--- config.mk ---
export PLATFORM = sky130hd
export DESIGN_NAME = router_input_port
export DESIGN_NICKNAME = d
export VERILOG_FILES = /design/src/rtl/router_input_port.sv
export SDC_FILE = /design/constraint.sdc
export NUM_CORES = 1
export LEC_CHECK = 0
export CORE_MARGIN = 3
export CORE_UTILIZATION = 45
export DETAILED_ROUTE_END_ITERATION = 10
export GPL_ROUTABILITY_DRIVEN = 0
export HOLD_SLACK_MARGIN = 0.15
export PLACE_DENSITY_LB_ADDON = 0.25
export SYNTH_ARGS = -nofsm -noshare
export SYNTH_HDL_FRONTEND = slang
export SYNTH_SLANG_ARGS = --single-unit
--- constraint.sdc ---
create_clock -name clk -period 4.5 [get_ports clk]
set_input_delay 0.45 -clock clk [delete_from_list [all_inputs] [get_ports clk]]
set_output_delay 0.45 -clock clk [all_outputs]
set_load 0.005 [all_outputs]
--- src/rtl/router_input_port.sv ---
// Mesh router input stage: flit FIFO, header decode and XY route request.
// The route is held from HEADER acceptance until the TAIL flit is popped.
module router_input_port #(
    parameter int DATA_WIDTH = 32,
    parameter int DEPTH      = 4,
    parameter int CUR_X      = 1,
    parameter int CUR_Y      = 0
) (
    input  logic                     clk,
    input  logic                     rst,
    input  logic [DATA_WIDTH-1:0]    flit_in,
    input  logic                     valid_in,
    output logic                     ready_out,
    input  logic                     rd_en,
    output logic [DATA_WIDTH-1:0]    flit_out,
    output logic [2:0]               flit_type,
    output logic [11:0]              length,
    output logic [4:0]               req,
    output logic                     err_drop,
    output logic                     dbg_state_o,
    output logic [$clog2(DEPTH):0]   dbg_count_o
);
    localparam int AW = $clog2(DEPTH);

    // Handshake: a flit transfers on a rising edge where valid_in && ready_out;
    // a pop happens on an edge where rd_en is high while req is non-zero.
    typedef enum logic {
        IDLE   = 1'b0,
        ROUTED = 1'b1
    } state_t;

    logic [DATA_WIDTH-1:0] mem_q [DEPTH];
    logic [AW-1:0]         wr_ptr_q, wr_ptr_d;
    logic [AW-1:0]         rd_ptr_q, rd_ptr_d;
    logic [AW:0]           count_q, count_d;
    state_t                state_q, state_d;
    logic [4:0]            route_q, route_d, route_c;
    logic [11:0]           length_q, length_d;
    logic                  err_drop_q, err_drop_d;
    logic                  full, empty, push, pop, auto_pop, routed_pop;
    logic                  dest_x, dest_y;

    assign full      = (count_q == (AW+1)'(DEPTH));
    assign empty     = (count_q == '0);
    assign push      = valid_in && !full;
    assign ready_out = !full;
    assign flit_out  = mem_q[rd_ptr_q];
    assign flit_type = empty ? 3'b000 : flit_out[31:29];
    assign dest_x    = flit_out[16];
    assign dest_y    = flit_out[15];
    assign length    = length_q;
    assign err_drop  = err_drop_q;
    assign dbg_state_o = state_q;
    assign dbg_count_o = count_q;

    // XY routing: resolve X first, then Y; one-hot {L,N,E,S,W}.
    always_comb begin
        route_c = 5'b10000;
        if (dest_x > 1'(CUR_X))      route_c = 5'b00100;
        else if (dest_x < 1'(CUR_X)) route_c = 5'b00001;
        else if (dest_y > 1'(CUR_Y)) route_c = 5'b00010;
        else if (dest_y < 1'(CUR_Y)) route_c = 5'b01000;
    end

    always_comb begin
        state_d    = state_q;
        route_d    = route_q;
        length_d   = length_q;
        auto_pop   = 1'b0;
        routed_pop = 1'b0;
        req        = 5'b00000;
        case (state_q)
            IDLE: begin
                if (!empty) begin
                    if (flit_out[29]) begin
                        state_d  = ROUTED;
                        route_d  = route_c;
                        length_d = flit_out[28:17];
                    end else begin
                        auto_pop = 1'b1;
                    end
                end
            end
            ROUTED: begin
                if (!empty) begin
                    req = route_q;
                    if (rd_en) begin
                        routed_pop = 1'b1;
                        if (flit_out[31]) begin
                            state_d = IDLE;
                            route_d = '0;
                        end
                    end
                end
            end
            default: state_d = IDLE;
        endcase
    end

    assign pop        = auto_pop || routed_pop;
    assign err_drop_d = auto_pop;
    assign wr_ptr_d   = wr_ptr_q + AW'(push);
    assign rd_ptr_d   = rd_ptr_q + AW'(pop);
    assign count_d    = count_q + (AW+1)'(push) - (AW+1)'(pop);

    always_ff @(posedge clk) begin
        if (rst) begin
            state_q    <= IDLE;
            wr_ptr_q   <= '0;
            rd_ptr_q   <= '0;
            count_q    <= '0;
            route_q    <= '0;
            length_q   <= '0;
            err_drop_q <= 1'b0;
        end else begin
            state_q    <= state_d;
            wr_ptr_q   <= wr_ptr_d;
            rd_ptr_q   <= rd_ptr_d;
            count_q    <= count_d;
            route_q    <= route_d;
            length_q   <= length_d;
            err_drop_q <= err_drop_d;
        end
    end

    // Storage needs no reset; contents are only visible through the pointers.
    always_ff @(posedge clk) begin
        if (push) mem_q[wr_ptr_q] <= flit_in;
    end
endmodule

-- Yosys cells after proc, flatten, opt, wreduce, memory -nomap -nowiden
Memories as Yosys holds them, arrays and structs flattened. A register that Yosys moved wholly into a read port is not among the register bits.
Index checks and enable logic that the tools add are counted.
- memory bits (writable): 128
- bits of input ports: 36
- flip-flop bits (word level): 26
- word-level logic and storage cells: 58
- output and inout port bits: 58
- memories kept: 1
- memory list (name ; depth ; bits a word ; rd ports ; clocked after memory_dff ; write ports ; RTL line ; RTL):
    mem_q ; 4 ; 32 ; 1 ; 1 ; 1 ; 32 ; logic [DATA_WIDTH-1:0] mem_q [DEPTH];
- bitwise gates (word level): 2
- equality and inequality tests: 6
- mux-type cells: 28
- magnitude comparators: 4
- reductions and logical operators: 6
- add/subtract/negate cells: 4
- operators with widths (kind ; number):
    5-bit two-way mux ; 11
    1-bit two-way mux ; 13
    2-bit inequality test (second input constant) ; 5
    5-bit case mux with 2 select lines ; 1
    5-bit AND reduction ; 1
    2-bit by 1-bit adder with 2-bit output ; 2
    3-bit by 1-bit adder with 3-bit output ; 1
    3-bit equality test (second input constant) ; 1
    3-bit zero test ; 1
    3-bit two-way mux ; 1
    3-bit AND reduction ; 1
    3-bit by 1-bit subtractor with 3-bit output ; 1
    1-bit greater-than comparator (second input constant) ; 2
    1-bit less-than comparator (second input constant) ; 2
    2-bit two-way mux ; 1
    1-bit inverter ; 2
    1-bit case mux with 2 select lines ; 1
    1-bit logical AND ; 1
    1-bit zero test ; 1
    1-bit logical OR ; 1

-- Logic depth before layout (Yosys ltp)
Gate-level depths: netlist of run 1.
- depth in word-level cells: 8
- gate-level depth with buffers: 11
- mapped depth without buffers: 10

-- Worst setup path after synthesis of run 1
OpenSTA, ideal clock, no wires.
- path kind: register -> register
- start: reg count_q[1], in the netlist dbg_count_o[1]
- end: mem mem_q[1][0], enable pin
- cell stages (with the launch flop): 5
- setup slack: 0.937 ns
- path buffers: 0
- arrival time: 3.096 ns
- cells stage by stage: dfxtp_1 > nor2_1 > nand2_1 > nand2_1 > nor3b_1
- cells in the longest elaborated chain, start to end: 5
- RTL lines (what ; RTL line ; RTL):
    start, declared ; 35 ; logic [AW:0] count_q, count_d;
    start signal, assigned ; 119 ; count_q <= count_d;
    3-bit equality test ; 43 ; assign full = (count_q == (AW+1)'(DEPTH));
    1-bit zero test ; -- ;
    named net ready_out ; 13 ; output logic ready_out,
    1-bit logical AND ; 45 ; assign push = valid_in && !full;
    1-bit two-way mux ; 128 ; if (push) mem_q[wr_ptr_q] <= flit_in;
    1-bit two-way mux (not written as such) ; 128 ;
    end, declared ; 32 ;
The timed path passes the listed nets, and every way through them passes these cells.

==> metrics.yaml, run 1 <==
logic_synthesis:
  yosysTopAreaCell: "edfxtp_1"
  synthCells: 276
  avgSynthCellArea_um2: 20.5
  synth-seq-cells: 152
  synthDistinctLibCells: 31
  yosysSeqAreaShare: 0.763
  synth_top_area_frac: 0.679
  yosysWarningCount: 0
  ys.flop_type: "edfxtp_1"
  synthesis.area_mm2: 0.00566
  synth_edf_count: 128
  async_reset_ff_frac: 0
  ys_top_cells_by_area: "edfxtp_1, mux4_2, dfxtp_1"
layout:
  antenna_cells: 0
  syn_to_final_growth_pct: 27.5
  nNetsFinal: 418
  stdcell_count: 553
  fillers: 935
  post-route-util: 0.594
  finalInstanceArea_mm2: 0.00722
  drive_gt1_frac: 0.171
timing:
  fmax_mhz: 336
  hold_viol: 0
  setup_ws_ps: 1520
  tightest_slew_ps: 909
  timing.hold.ws_ps: 457
  finalSetupViolCount: 0
  worst_clock_skew_ps: 14.2
  final-max-slew-violation-count: 0
  min_period_over_period: 0.662
  tns_ps: 0
  slew_headroom: 0.392
  rsz0062_at_grt: "false"
  finalCriticalPeriod_ps: 2980
run_status:
  outcome: "finished, final reports clean"
power:
  power_density_mw_per_mm2: 588
  power_mw: 4.25
  leakagePower_nw: 2.45
  vdd_ir_drop_max_mv: 0.385
  seqPwrFrac: 0.424
  swShare: 0.259
  intPower_mw: 3.15
  p_comb_frac: 0.301
  power.switching_mw: 1.10
  pwr-share-clk: 0.275
floorplan:
  core-area_mm2: 0.0122
  die_h_um: 118
  dieArea_mm2: 0.0140
  start_util: 0.466
  fp.dieW_um: 118
  row_count: 40
  io_pins: 94
place:
  numPortBuffers: 91
  placed_cells: 526
  dpl_worst_slack_ps: 1770
  hpwl_mm: 6.12
  placed_area_mm2: 0.00675
grt:
  grt_overflow: 0
  grt_antenna_before_repair: 1
  track_usage: 0.156
  grt_pass1_vias: 2995
  grt_max_degree: 34
  grt_pass1_wl_mm: 16.3
run:
  maxCapViolCount: 0
detailed_routing:
  wl_per_cell_um: 18.6
  totalWireLength_mm: 10.3
  avgViaCountPerCell: 5.14
  first_pass_iters: 6
  ant_nets: 0
  drc: 0
  vias: 2843
  drt_iter0_drc: 164
critical_path:
  cp-end-kind: "output pin"
  crit_path_max_incr_delay_ps: 630
  cp.required_ps: 4050
  start_kind: "flop"
  r2r_cells: 10
  r2r-start: "rd_ptr_q[1]"
  r2r_end: "dbg_count_o[2]"
  cp_slowest_cell: "mux4_2"
  path_delay_family: "buffers and inverters"
  crit_chain: "buf_4, mux4_2, and2_1, clkdlybuf4s50_1"
  criticalPathCategory: "reg2out"
  crit_fanout: 32
  crit_start: "rd_ptr_q[0]"
  crit_buf_inv: 2
  critical_path_arrival_ps: 2530
  r2r_slack_ps: 1800
clocking:
  cts.htree.levels: 4
  cts.path.max_buffers: 2
  post_cts_buffers: 0
  cts-root-buf: "clkbuf_16"
  cts_tree: "built"
  clock_sinks: 152
  ctsHoldBuffers: 0
  clk_pin_slew_ps: 60
  post_cts_resized: 0
  cts_buffers: 17
  clk_latency_ps: 410
worst_hold_path:
  hold_path.class: "reg2reg"
  worstHoldStart: "route_q[4]"
  whs_path_depth: 2
  hold_end: "route_q[4]"
-- layout make-up --
cell class | instances | area (µm²) | share of cell area
Clock buffer | 20 | 437 | 0.0605
Inverter | 6 | 22.5 | 0.00312
Clock inverter | 7 | 35.0 | 0.00485
Timing Repair Buffer | 96 | 948 | 0.131
Tap cell | 168 | 210 | 0.0291
Multi-Input combinational cell | 104 | 1240 | 0.172
Sequential cell | 152 | 4330 | 0.599
-- sequential cells by signal (all words and copies together), names as in the netlist --
| name | flops |
|---|---|
| wr_ptr_q | 2 |
| route_q | 3 |
| dbg_count_o | 3 |
| dbg_state_o | 1 |
| err_drop | 1 |
| mem_q | 128 |
| length | 12 |
| rd_ptr_q | 2 |
-- cells by family (layout without fill, tap and decap cells) --
group           count (synthesis)  after routing  share of synthesized area
compound gates                  6              6                    0.00707
fa+ha+maj                       5              5                     0.0124
flops                         152            152                      0.763
mux                            44             44                      0.148
simple gates                   43             43                     0.0413
buf+inv                        21            129                     0.0205
xor+xnor                        4              4                    0.00618
other cells                     1              2                   0.000662
-- worst max-delay path by stage --
stage	to	slack, ps	cells after the start
final	flit_type[1]	1520	4
after global routing	flit_type[1]	1350	4
after CTS	flit_type[1]	1430	4
after detailed placement	dbg_count_o[2]	1770	10
after global placement	dbg_count_o[2]	1830	10
after floorplan	mem_q[1][0]	940	4
-- power by group through the flow --
stage                     sequential [mW]  clock, mW  combinational [mW]
after detailed placement             1.83          0                1.30
after global routing                 1.82       1.26                1.39
after global placement               1.82          0                1.29
final                                1.80       1.17                1.28
after floorplan                      1.82          0               0.723
after CTS                            1.80       1.20                1.31
-- cells in the final DEF (no fill, tap or decap), types with 4 or more instances in the layout --
master	count
inv_1	6
nor2b_1	4
clkinv_2	4
ha_1	4
xnor2_1	4
mux2i_1	12
nor2_1	16
dfxtp_1	22
buf_4	5
mux4_2	32
clkdlybuf4s50_1	91
edfxtp_1	128
clkbuf_16	17
-- synth_stat cells, types with 2 or more instances --
cell type,instances
a21oi_1,3
and2_1,3
and3_1,4
buf_2,3
buf_4,5
buf_6,2
clkbuf_1,4
dfxtp_1,24
edfxtp_1,128
ha_1,4
inv_1,6
mux2i_1,12
mux4_2,32
nand2_1,3
nand3_1,2
nor2_1,16
nor2b_1,4
nor3_1,2
nor3b_1,2
nor4_1,2
or3_1,2
xnor2_1,4
-- layer usage --
metal  vias to the layer above  track usage  part of all wire
met3                         8       0.0660             0.076
met2                       101        0.245              0.49
met4                         2       0.0593            0.0080
li1                       1290            -                 -
met1                      1442        0.194              0.43
met5                         -            0           0.00088
-- worst reg2reg max path, stage by stage, from the launching register on --
cell	delay, ps
dfxtp_2	310
buf_4	420
mux4_2	470
a21oi_1	240
ha_1	160
inv_1	40
ha_1	180
fa_1	370
xnor2_1	190
xnor2_1	140
nor2_1	50
No activity file was read; power rests on OpenSTA's default activity.
==> run 2: changes to the inputs <==
==> constraint.sdc (replaced) <==
create_clock -name clk -period 3 [get_ports clk]
set_input_delay 0.3 -clock clk [delete_from_list [all_inputs] [get_ports clk]]
set_output_delay 0.3 -clock clk [all_outputs]
set_load 0.005 [all_outputs]
==> metrics.yaml, run 2 (synthesis gave the netlist of run 1 again) <==
power:
  power.switching_mw: 1.64  # was 1.10 mW
  pwr-share-clk: 0.287  # was 0.275
  p_comb_frac: 0.296  # was 0.301
  swShare: 0.254  # was 0.259
  leakagePower_nw: 2.49  # was 2.45 nW
  intPower_mw: 4.82  # was 3.15 mW
  power_density_mw_per_mm2: 886  # was 588 mW/mm²
  vdd_ir_drop_max_mv: 0.492  # was 0.385 mV
  seqPwrFrac: 0.417  # was 0.424
timing:
  rsz0062_at_grt: "false"  # unchanged
  setup_ws_ps: 187  # was 1520 ps
  finalSetupViolCount: 0  # unchanged
  final-max-slew-violation-count: 0  # unchanged
  worst_clock_skew_ps: 6.19  # was 14.2 ps
  fmax_mhz: 355
  finalCriticalPeriod_ps: 2810
  min_period_over_period: 0.938
  tightest_slew_ps: 647  # was 909 ps
  slew_headroom: 0.569  # was 0.392
  hold_viol: 0  # unchanged
grt:
  grt_antenna_before_repair: 1  # unchanged
  grt_pass1_wl_mm: 16.3  # about the same
  grt_pass1_vias: 2992  # was 2995
  track_usage: 0.157  # was 0.156
  grt_max_degree: 33  # was 34
  grt_overflow: 0  # unchanged
layout:
  drive_gt1_frac: 0.179  # was 0.171
  finalInstanceArea_mm2: 0.00730  # was 0.00722 mm²
  nNetsFinal: 420  # was 418
  layout_commonest_cell: "edfxtp_1"  # unchanged
  final_cell_mix: "edfxtp_1, clkdlybuf4s50_1, mux4_2, dfxtp_1, clkbuf_16"  # unchanged
  largest_reg_flops: 128  # unchanged
  regMostFlops: "mem_q"  # unchanged
  syn_to_final_growth_pct: 28.8  # was 27.5%
critical_path:
  start_kind: "flop"  # unchanged
  cp.required_ps: 2700  # was 4050 ps
  r2r_cells: 10  # unchanged
  criticalPathCategory: "reg2out"  # unchanged
  crit_fanout: 32  # unchanged
  critical_path_arrival_ps: 2510  # was 2530 ps
  cp-end-kind: "output pin"  # unchanged
floorplan:
  io_pins: 94  # unchanged
  dieArea_mm2: 0.0140  # unchanged
  fp.dieW_um: 118  # unchanged
  die_h_um: 118  # unchanged
  core-area_mm2: 0.0122  # unchanged
  start_util: 0.466  # unchanged
  row_count: 40  # unchanged
clocking:
  cts.htree.levels: 4  # unchanged
  post_cts_resized: 0  # unchanged
  cts_tree: "built"  # unchanged
  clock_sinks: 152  # unchanged
  clk_pin_slew_ps: 60  # about the same
  cts_buffers: 17  # unchanged
  cts-root-buf: "clkbuf_16"  # unchanged
  cts.path.max_buffers: 2  # unchanged
  clk_latency_ps: 410  # about the same
  ctsHoldBuffers: 0  # unchanged
  post_cts_buffers: 0  # unchanged
run_status:
  outcome: "finished, final reports clean"  # unchanged
place:
  numPortBuffers: 91  # unchanged
  dpl_worst_slack_ps: 533  # was 1770 ps
  placed_area_mm2: 0.00678  # was 0.00675 mm²
  hpwl_mm: 6.22  # was 6.12 mm
worst_hold_path:
  whs_path_depth: 2  # unchanged
  hold_path.class: "reg2reg"  # unchanged
detailed_routing:
  wl_per_cell_um: 18.2  # was 18.6 µm
  ant_nets: 0  # unchanged
  avgViaCountPerCell: 5.06  # was 5.14
  drc: 0  # unchanged
  first_pass_iters: 4  # was 6
  vias: 2839  # was 2843
  totalWireLength_mm: 10.2  # was 10.3 mm
  drt_iter0_drc: 122  # was 164
run:
  maxCapViolCount: 0  # unchanged
-- run 2: final timing paths --
path | to | startpoint | slack (ps)
worst max register to register | dbg_count_o[2] | dbg_count_o[1] | 510
worst min-delay path | route_q[0] | route_q[0] | 470
worst max-delay path | flit_type[2] | rd_ptr_q[0] | 190
worst min register to register | route_q[0] | route_q[0] | 470
-- run 2: through the flow --
stage          std cells   util  total power [mW]  hold WS, ps  TNS [ps]
2_1_floorplan        277      -              3.81          372    -46680
3_3_place_gp         528  0.557              4.66          456         0
3_5_place_dp         528  0.557              4.69          465         0
4_1_cts              560  0.600              6.57          471         0
5_1_grt              560  0.600              6.81          487         0
6_report             561  0.600              6.47          471         0
-- run 2: worst max-delay path: stages, from the launching register on --
cell and delay [ps]:
dfxtp_2 340, buf_4 540, mux4_2 620, and2_1 170
clkdlybuf4s50_1 440
-- run 2: cell type report --
type,instances,area (µm²)
inverter,6,22.5
fill,920,4860
tap,168,210
clock inverter,4,20.0
timing repair buffer,98,976
sequential,152,4330
multi-input combinational,104,1240
antenna,1,2.50
clock buffer,28,497
-- run 2: metal layers --
layer,wire length (µm),vias to the layer above,share of wire,GRT usage
met5,13,-,0.0013,0
met4,100,2,0.0098,0.0601
met3,682,13,0.067,0.0627
met2,4970,97,0.49,0.239
met1,4460,1422,0.44,0.203
li1,-,1305,-,-
-- run 2: power groups by stage --
stage,Combinational [mW],Sequential (mW),Clock (mW)
2_1_floorplan,1.09,2.72,0
3_3_place_gp,1.93,2.73,0
3_5_place_dp,1.94,2.74,0
4_1_cts,1.96,2.70,1.91
5_1_grt,2.09,2.73,1.99
6_report,1.91,2.70,1.86
